## src/rtl/video_timing_pattern_gen.sv

```systemverilog
// video_timing_pattern_gen
// Raster timing and test-pattern source on the pixel clock. A free-running
// (cx, cy) counter pair walks the full raster. Everything that describes the
// current counter position is derived combinationally and registered once,
// so all outputs share one cycle of latency and stay mutually aligned.
//
// Ports:
//   pixclk        pixel clock
//   resetn        asynchronous active-low reset
//   mode[1:0]     0 solid, 1 colour bars, 2 grey ramp, 3 scrolling checkerboard
//   solid_rgb     {R,G,B} colour for mode 0
//   hsync, vsync  syncs, asserted level set by HSYNC_POL / VSYNC_POL
//   de            data enable (active video)
//   pixel_x/y     coordinates of the pixel currently on the outputs
//   red/green/blue pixel colour, zero outside active video
//   frame_start   one-cycle pulse with pixel (0,0)
module video_timing_pattern_gen #(
  parameter int   H_ACTIVE  = 640,
  parameter int   H_FP      = 45,
  parameter int   H_SYNC    = 64,
  parameter int   H_TOTAL   = 858,
  parameter int   V_ACTIVE  = 480,
  parameter int   V_FP      = 4,
  parameter int   V_SYNC    = 3,
  parameter int   V_TOTAL   = 525,
  parameter logic HSYNC_POL = 1'b0,
  parameter logic VSYNC_POL = 1'b0,
  parameter int   CW        = 12
) (
  input  logic          pixclk,
  input  logic          resetn,
  input  logic [1:0]    mode,
  input  logic [23:0]   solid_rgb,
  output logic          hsync,
  output logic          vsync,
  output logic          de,
  output logic [CW-1:0] pixel_x,
  output logic [CW-1:0] pixel_y,
  output logic [7:0]    red,
  output logic [7:0]    green,
  output logic [7:0]    blue,
  output logic          frame_start
);

  localparam int HS0 = H_ACTIVE + H_FP;
  localparam int VS0 = V_ACTIVE + V_FP;
  localparam int BW  = H_ACTIVE / 8;

  localparam logic [CW-1:0] ONE    = CW'(1);
  localparam logic [CW-1:0] HA_C   = CW'(H_ACTIVE);
  localparam logic [CW-1:0] VA_C   = CW'(V_ACTIVE);
  localparam logic [CW-1:0] HT_M1  = CW'(H_TOTAL - 1);
  localparam logic [CW-1:0] VT_M1  = CW'(V_TOTAL - 1);
  localparam logic [CW-1:0] HS0_C  = CW'(HS0);
  localparam logic [CW-1:0] HS1_C  = CW'(HS0 + H_SYNC);
  localparam logic [CW-1:0] VS0_C  = CW'(VS0);
  localparam logic [CW-1:0] VS1_C  = CW'(VS0 + V_SYNC);
  localparam logic [CW-1:0] BW_M1  = CW'(BW - 1);

  logic [CW-1:0] cx, cy;
  logic [CW-1:0] bar_cnt;     // position inside the current colour bar
  logic [2:0]    bar_idx;     // bar that cx currently falls in
  logic [7:0]    frame_cnt;
  logic [7:0]    scroll_q;    // frame_cnt value belonging to the frame being drawn
  logic [1:0]    mode_q;
  logic [23:0]   rgb_q;

  logic          at_origin, line_end;
  logic [1:0]    eff_mode;
  logic [23:0]   eff_rgb;
  logic [7:0]    eff_scroll;
  logic          de_c, hs_c, vs_c, chk_c;
  logic [2:0]    bar_bits;
  logic [23:0]   bar_rgb, pix_c;

  assign at_origin = (cx == '0) && (cy == '0);
  assign line_end  = (cx == HT_M1);

  // The shadow registers load on the origin edge, so the origin pixel itself
  // must see the live inputs for a new setting to cover the whole frame.
  assign eff_mode   = at_origin ? mode      : mode_q;
  assign eff_rgb    = at_origin ? solid_rgb : rgb_q;
  assign eff_scroll = at_origin ? frame_cnt : scroll_q;

  assign de_c = (cx < HA_C) && (cy < VA_C);
  assign hs_c = (cx >= HS0_C) && (cx < HS1_C);
  // vsync edges line up with the hsync leading edge of the first and
  // one-past-last sync lines.
  assign vs_c = ((cy == VS0_C) && (cx >= HS0_C)) ||
                ((cy > VS0_C) && (cy < VS1_C)) ||
                ((cy == VS1_C) && (cx < HS0_C));
  // Bit 4 of (cx + scroll) is set exactly when the 5-bit truncated sum >= 16.
  assign chk_c = ((cx[4:0] + eff_scroll[4:0]) >= 5'd16) ^ cy[4];

  always_comb begin
    bar_bits = 3'b000;
    case (bar_idx)
      3'd0: bar_bits = 3'b111;  // white
      3'd1: bar_bits = 3'b110;  // yellow
      3'd2: bar_bits = 3'b011;  // cyan
      3'd3: bar_bits = 3'b010;  // green
      3'd4: bar_bits = 3'b101;  // magenta
      3'd5: bar_bits = 3'b100;  // red
      3'd6: bar_bits = 3'b001;  // blue
      default: bar_bits = 3'b000;  // black
    endcase
    bar_rgb = {{8{bar_bits[2]}}, {8{bar_bits[1]}}, {8{bar_bits[0]}}};
  end

  always_comb begin
    pix_c = 24'h000000;
    if (de_c) begin
      case (eff_mode)
        2'd0:    pix_c = eff_rgb;
        2'd1:    pix_c = bar_rgb;
        2'd2:    pix_c = {3{cx[7:0]}};
        default: pix_c = chk_c ? 24'hFFFFFF : 24'h000000;
      endcase
    end
  end

  // Raster counters, bar tracker and frame-latched state.
  always_ff @(posedge pixclk or negedge resetn) begin
    if (!resetn) begin
      cx        <= '0;
      cy        <= '0;
      bar_cnt   <= '0;
      bar_idx   <= 3'd0;
      frame_cnt <= 8'd0;
      scroll_q  <= 8'd0;
      mode_q    <= 2'd0;
      rgb_q     <= 24'h000000;
    end else begin
      if (line_end) begin
        cx <= '0;
        cy <= (cy == VT_M1) ? '0 : cy + ONE;
      end else begin
        cx <= cx + ONE;
      end

      // Bar index follows cx: restarts with the line, steps every BW pixels,
      // and sticks at 7 so the last bar takes the remainder.
      if (line_end) begin
        bar_cnt <= '0;
        bar_idx <= 3'd0;
      end else if (bar_cnt == BW_M1) begin
        bar_cnt <= '0;
        if (bar_idx != 3'd7) bar_idx <= bar_idx + 3'd1;
      end else begin
        bar_cnt <= bar_cnt + ONE;
      end

      if (at_origin) begin
        mode_q    <= mode;
        rgb_q     <= solid_rgb;
        scroll_q  <= frame_cnt;
        frame_cnt <= frame_cnt + 8'd1;
      end
    end
  end

  // Single output register stage; every output describes the same (cx, cy).
  always_ff @(posedge pixclk or negedge resetn) begin
    if (!resetn) begin
      hsync       <= ~HSYNC_POL;
      vsync       <= ~VSYNC_POL;
      de          <= 1'b0;
      pixel_x     <= '0;
      pixel_y     <= '0;
      red         <= 8'd0;
      green       <= 8'd0;
      blue        <= 8'd0;
      frame_start <= 1'b0;
    end else begin
      hsync       <= hs_c ? HSYNC_POL : ~HSYNC_POL;
      vsync       <= vs_c ? VSYNC_POL : ~VSYNC_POL;
      de          <= de_c;
      pixel_x     <= cx;
      pixel_y     <= cy;
      {red, green, blue} <= pix_c;
      frame_start <= at_origin;
    end
  end

endmodule

```

## config.mk

```make
export PLATFORM = sky130hd
export DESIGN_NAME = video_timing_pattern_gen
export DESIGN_NICKNAME = d
export VERILOG_FILES = /design/src/rtl/video_timing_pattern_gen.sv
export SDC_FILE = /design/constraint.sdc
export NUM_CORES = 1
export LEC_CHECK = 0
export ABC_AREA = 1
export CAP_MARGIN = 15
export CORE_UTILIZATION = 35
export DETAILED_ROUTE_END_ITERATION = 6
export RECOVER_POWER = 50
export SYNTH_ARGS = -nofsm -noshare
export SYNTH_HDL_FRONTEND = slang
export SYNTH_SLANG_ARGS = --single-unit
```

## constraint.sdc

```tcl
create_clock -name pixclk -period 4 [get_ports pixclk]
set_clock_uncertainty 0.15 [all_clocks]
set_input_delay 1.2 -clock pixclk [delete_from_list [all_inputs] [get_ports pixclk]]
set_output_delay 1.2 -clock pixclk [all_outputs]
set_load 0.1 [all_outputs]
```

**Yosys cells after proc, flatten, opt, wreduce, memory -nomap -nowiden**

Index checks and enable logic that the tools add are counted.
W data, S select, Z words.

- Register bits after elaboration: 130
- Input port bits: 28
- Output and inout port bits: 52
- Word-level logic and storage cells: 77

- $add $sub $neg: 6
- Order comparisons: 8
- Eq/ne operators: 14
- Muxes and demuxes: 16
- Bitwise operators: 1
- Reduce and logical (&&, ||, !) cells: 15

Operators by type and width:

| operator | number |
|---|---|
| $mux W24 | 3 |
| $pmux W24 S3 | 1 |
| $mux W12 | 4 |
| $add A12 B1 Y12 const B | 3 |
| $lt A12 B10 Y1 const B | 3 |
| $eq A12 B10 Y1 const B | 2 |
| $eq A12 B9 Y1 const B | 2 |
| $logic_not A12 Y1 | 2 |
| $lt A12 B9 Y1 const B | 2 |
| $pmux W3 S7 | 1 |
| $eq A12 B7 Y1 const B | 1 |
| $ge A12 B10 Y1 const B | 1 |
| $gt A12 B9 Y1 const B | 1 |
| $eq A3 B3 Y1 const B | 3 |
| $mux W3 | 3 |
| $add A8 B1 Y8 const B | 1 |
| $eq A3 B2 Y1 const B | 2 |
| $logic_and A1 B1 Y1 | 6 |
| $add A5 B5 Y5 | 1 |
| $ge A5 B5 Y1 const B | 1 |
| $mux W5 | 1 |
| $reduce_bool A2 Y1 | 2 |
| $add A3 B1 Y3 const B | 1 |
| $eq A3 B1 Y1 const B | 1 |
| 10 further kinds | 12 |

**Longest topological paths before layout**

- Depth in word-level cells: 9
- Depth in mapped cells: 21
- Depth with buffers taken out: 18

**Least setup slack after synthesis**

Ideal clock, no wire load.

- Kind: register to register
- Start: register cx[0]
- End: register red[0]
- Library setup time: 0.122 ns
- Data arrival time: 2.583 ns
- Slack: 1.145 ns
- Stages on the path, launching flop included: 21
- Buffers on the path: 3
- Clock period less this slack: 2.855 ns
- Cells stage by stage: dfrtp_1 -> inv_1 -> ha_1 -> nand3_1 -> nor2_2 -> nand3_4 -> buf_2 -> buf_2 -> o21ai_0 -> ha_1 -> nand2_1 -> inv_1 -> nand3_1 -> nand2_1 -> nand2_1 -> nand2_1 -> nand2_1 -> nand3_2 -> nand2_2 -> buf_6 -> nor2_1

- Longest elaborated chain between the ends: 9

Ends and longest elaborated chain:

| item | line | RTL |
|---|---|---|
| start: declaration | 60 | `logic [CW-1:0] cx, cy;` |
| start signal: assignment | 138 | `cx <= cx + ONE;` |
| $logic_not A12 Y1 | 76 | `assign at_origin = (cx == '0) && (cy == '0);` |
| $logic_and A1 B1 Y1 | 76 |  |
| $mux W5 | -- |  |
| via eff_scroll[1] | 71 | `logic [7:0] eff_scroll;` |
| $add A5 B5 Y5 | 93 | `assign chk_c = ((cx[4:0] + eff_scroll[4:0]) >= 5'd16) ^ cy[4];` |
| $ge A5 B5 Y1 | 93 |  |
| $xor A1 B1 Y1 | 93 |  |
| $mux W24 | 117 | `default: pix_c = chk_c ? 24'hFFFFFF : 24'h000000;` |
| $pmux W24 S3 | 113 | `case (eff_mode)` |
| $mux W24 | 112 | `if (de_c) begin` |
| via pix_c[16] | 74 | `logic [23:0] bar_rgb, pix_c;` |
| end signal: assignment | 180 | `{red, green, blue} <= pix_c;` |
| end: declaration | 39 | `output logic [7:0] red,` |

The timed path passes the listed nets, and every way through them passes these cells.
A chain may end at the register's enable or synchronous reset.

**Worst setup path after layout**

- Start: register cx[0]
- End: register blue[2]

- Longest elaborated chain between the ends: 9

Ends and longest elaborated chain:

| item | line | RTL |
|---|---|---|
| $logic_not A12 Y1 | 76 |  |
| $logic_and A1 B1 Y1 | 76 |  |
| $mux W5 | -- |  |
| via eff_scroll[1] | 71 |  |
| $add A5 B5 Y5 | 93 |  |
| $ge A5 B5 Y1 | 93 |  |
| $xor A1 B1 Y1 | 93 |  |
| $mux W24 | 117 |  |
| $pmux W24 S3 | 113 |  |
| $mux W24 | 112 |  |
| via pix_c[2] | 74 |  |
| end signal: assignment | 180 |  |
| end: declaration | 41 | `output logic [7:0] blue,` |

The timed path passes the listed nets, and every way through them passes these cells.

==> out/summary.txt <==
Setup crit end kind - flip-flop
Dpl hpwl - 9.51 mm
Dpl cells - 928
Async set-reset flop share out of synthesis - 100%
DP Worst Slack - 0.788 ns
FMAX - 314 MHz
Post-synthesis register bit count - 127
Cell taking the most area after synthesis - dfrtp_1
Final WS setup - 0.813 ns
Critical path launch point type - flip-flop
Post-synth EDFFs - 0
Initial DRC Count - 236
Antenna violations before repair - 0
Synth warnings - 0
Diode count - 0
CTS HTree Levels - 4
Sink Count - 127
Cell area after synthesis - 5740 um^2
Synthesized area per cell - 8.93 um^2
Critical-path cell list - inv_1 > ha_1 > nand3_1 > nor2_2 > nand3_4 > o21ai_0 > ha_1 > nand2_1 > inv_1 > nand3_1 > nand2_1 > nand2_1 > nand2_1 > nand2_1 > nand3_2 > nand2_2 > nor2_1
Vias in the first global route - 4401
CTS tree - done
Family with the most delay on the worst path - simple AND/OR/NAND/NOR gates
Top cell type's share of synthesized area - 54.5%
Crit Path Max Fanout - 24
Vias per Instance - 4.63
Crit path buffers/inverters - 2
Die width - 130 um
GPL Wtd Cong - 0.830
Arrival time worst endpoint - 3.33 ns
Leak - 3.54 nW
Slew @ Worst Pin - 1.23 ns
DR vias - 4444
Max-slew violation count - 0
Pwr per Cell Area - 445 nW/um^2
Max incr delay on CP - 0.45 ns
Most frequent cells in the layout - nand2_1, dfrtp_1, nor2_1, inv_1, buf_4
Final core occ - 45.1%
Starting Density - 36.0%
Layout cells sized above 1 - 16.3%
Post-route DRC - 0
Post-CTS sizing - 0
Final WL - 13.2 mm
CP required - 4.14 ns
Final ANT Viol Nets - 0
Port Buffers - 79
Clock latency on the worst-skew pair - 0.42 ns
CTS max path bufs - 2
Peak supply drop - 0.301 mV
Final hold viol count - 0
Fillers - 1517
Final min period - 3.19 ns
Slowest stage cell, crit path - dfrtp_1
Final Cell Area - 7190 um^2
Largest net degree at the start of global routing - 79
I/O pins - 80
Postcts setup bufs - 0
Slew margin rel. - 17.8%
DP Area - 6610 um^2
Max_cap viols - 0
Die Y - 130 um
Tot GR Track Use - 17.0%
Setup CP Type - reg -> reg
Commonest non-fill, non-tap cell in the layout - nand2_1
Dominant cells by area after synthesis - dfrtp_1, nand2_1, nor2_1, inv_1, ha_1
Synth Flop Type - dfrtp_1
Status - completed
Synth-to-Final Area Change - 25.1%
Num CTS Buffers - 17
HP Class - reg -> reg
Final nets - 776
Congestion Overflow GR - 0
Post-synth net total - 688
Die area - 16900 um^2
Setup TNS after final layout - 0 ns
Post-DR wirelength/cell - 13.8 um
First-pass GRT wire length - 21.8 mm
Clk pin slew, worst setup/hold paths - 0.06 ns
FP Rows - 46
# setup viols final - 0
Non-filler instance count after layout - 960
CP dominant cell by count - nand2_1
Post-synthesis sequential area ratio - 55.4%
First-pass detailed-route iteration total - 4
Post-CTS Hold Buffers - 0
Synth cell types - 41
Syn Inst Count - 643
RSZ-0062 raised after global routing - no
Core ar. - 15900 um^2
Final Cycle Share - 79.7%
Clk root buf - clkbuf_16
==> registers in the layout, summed over array words and instances (netlist names), 5 cells and up <==
signal     flops
pixel_y       12
scroll_q       5
pixel_x       12
cy            12
blue           8
red            8
rgb_q         24
green          8
cx            12
frame_cnt      5
bar_cnt       12
==> synthesized netlist by cell type, types with 2 or more instances <==
cell type,number
nand2_1,164
dfrtp_1,125
nor2_1,88
inv_1,67
a21oi_1,26
nor3_1,24
o21ai_0,19
nand3_1,18
ha_1,17
nand4_1,8
nor2_2,7
nor4_1,7
buf_2,6
xor2_1,6
buf_6,5
inv_2,5
nor2_4,5
nand2_2,4
nor3b_1,4
nand3_2,3
nand3b_1,3
o22ai_1,3
or2_2,3
xnor2_1,3
a21boi_0,2
dfstp_2,2
o211ai_1,2
o21ai_4,2
o221a_2,2
o31ai_1,2
==> worst register-to-register path, delay by kind of cell (launching register included) <==
family,cells,cell delay (ns)
buf+inv,2,0.19
flops,1,0.45
fa+ha+maj,2,0.46
simple gates,12,1.45
compound gates,1,0.34
==> metrics by stage <==
stage	total power, W	hold slack [ns]
global route	0.00331	0.270
finish	0.00320	0.259
floorplan	0.00155	0.199
detailed placement	0.00165	0.253
global placement	0.00165	0.235
CTS	0.00323	0.266
==> cells by family (layout without fill, tap and decap cells) <==
logic type / count (synthesis) / after routing / synth area share, %
AND/OR/NAND/NOR: 341 / 341 / 26.4
flip-flops: 127 / 127 / 55.4
buffers and inverters: 85 / 186 / 6.36
AO/OA/AOI/OAI: 64 / 64 / 6.82
adder cells (fa/ha/maj): 17 / 17 / 3.70
XOR/XNOR: 9 / 9 / 1.37
==> per-layer routing <==
metal	wire length, um	part of all wire, %	GRT usage (%)	vias to the layer above
li1	-	-	-	2231
met1	6150	46	22.0	2113
met2	6400	48	27.2	79
met3	399	3.0	4.10	21
met4	288	2.2	7.52	0
met5	0	0	0	-
==> power breakdown <==
group	internal, W	leakage [nW]	switching, W
registers	0.00132	1.59	0.0000117
logic	0.0000705	1.66	0.000225
clock network	0.000993	0.288	0.000577
total	0.00238	3.54	0.000814
==> cell type report <==
type                       count  area, um^2  share of cell area, %
clock inverter                14         166                   2.32
clock buffer                  18         439                   6.11
multi-input combinational    431        2180                   30.4
timing repair buffer          81         671                   9.33
tap                          216         270                   3.76
inverter                      73         275                   3.83
sequential                   127        3180                   44.3
==> final timing paths <==
kind / startpoint / to / slack [ns] / depth (start not counted)
max: cx[0] / blue[2] / 0.81 / 17
min: cy[10] / pixel_y[10] / 0.26 / 0
max reg2reg: cx[0] / blue[2] / 0.81 / 17
min reg2reg: cy[10] / pixel_y[10] / 0.26 / 0
max in group asynchronous: resetn / bar_cnt[4] / 1.02 / 2
min in group asynchronous: resetn / blue[0] / 0.87 / 1
Power figures use the tool's default switching activity.
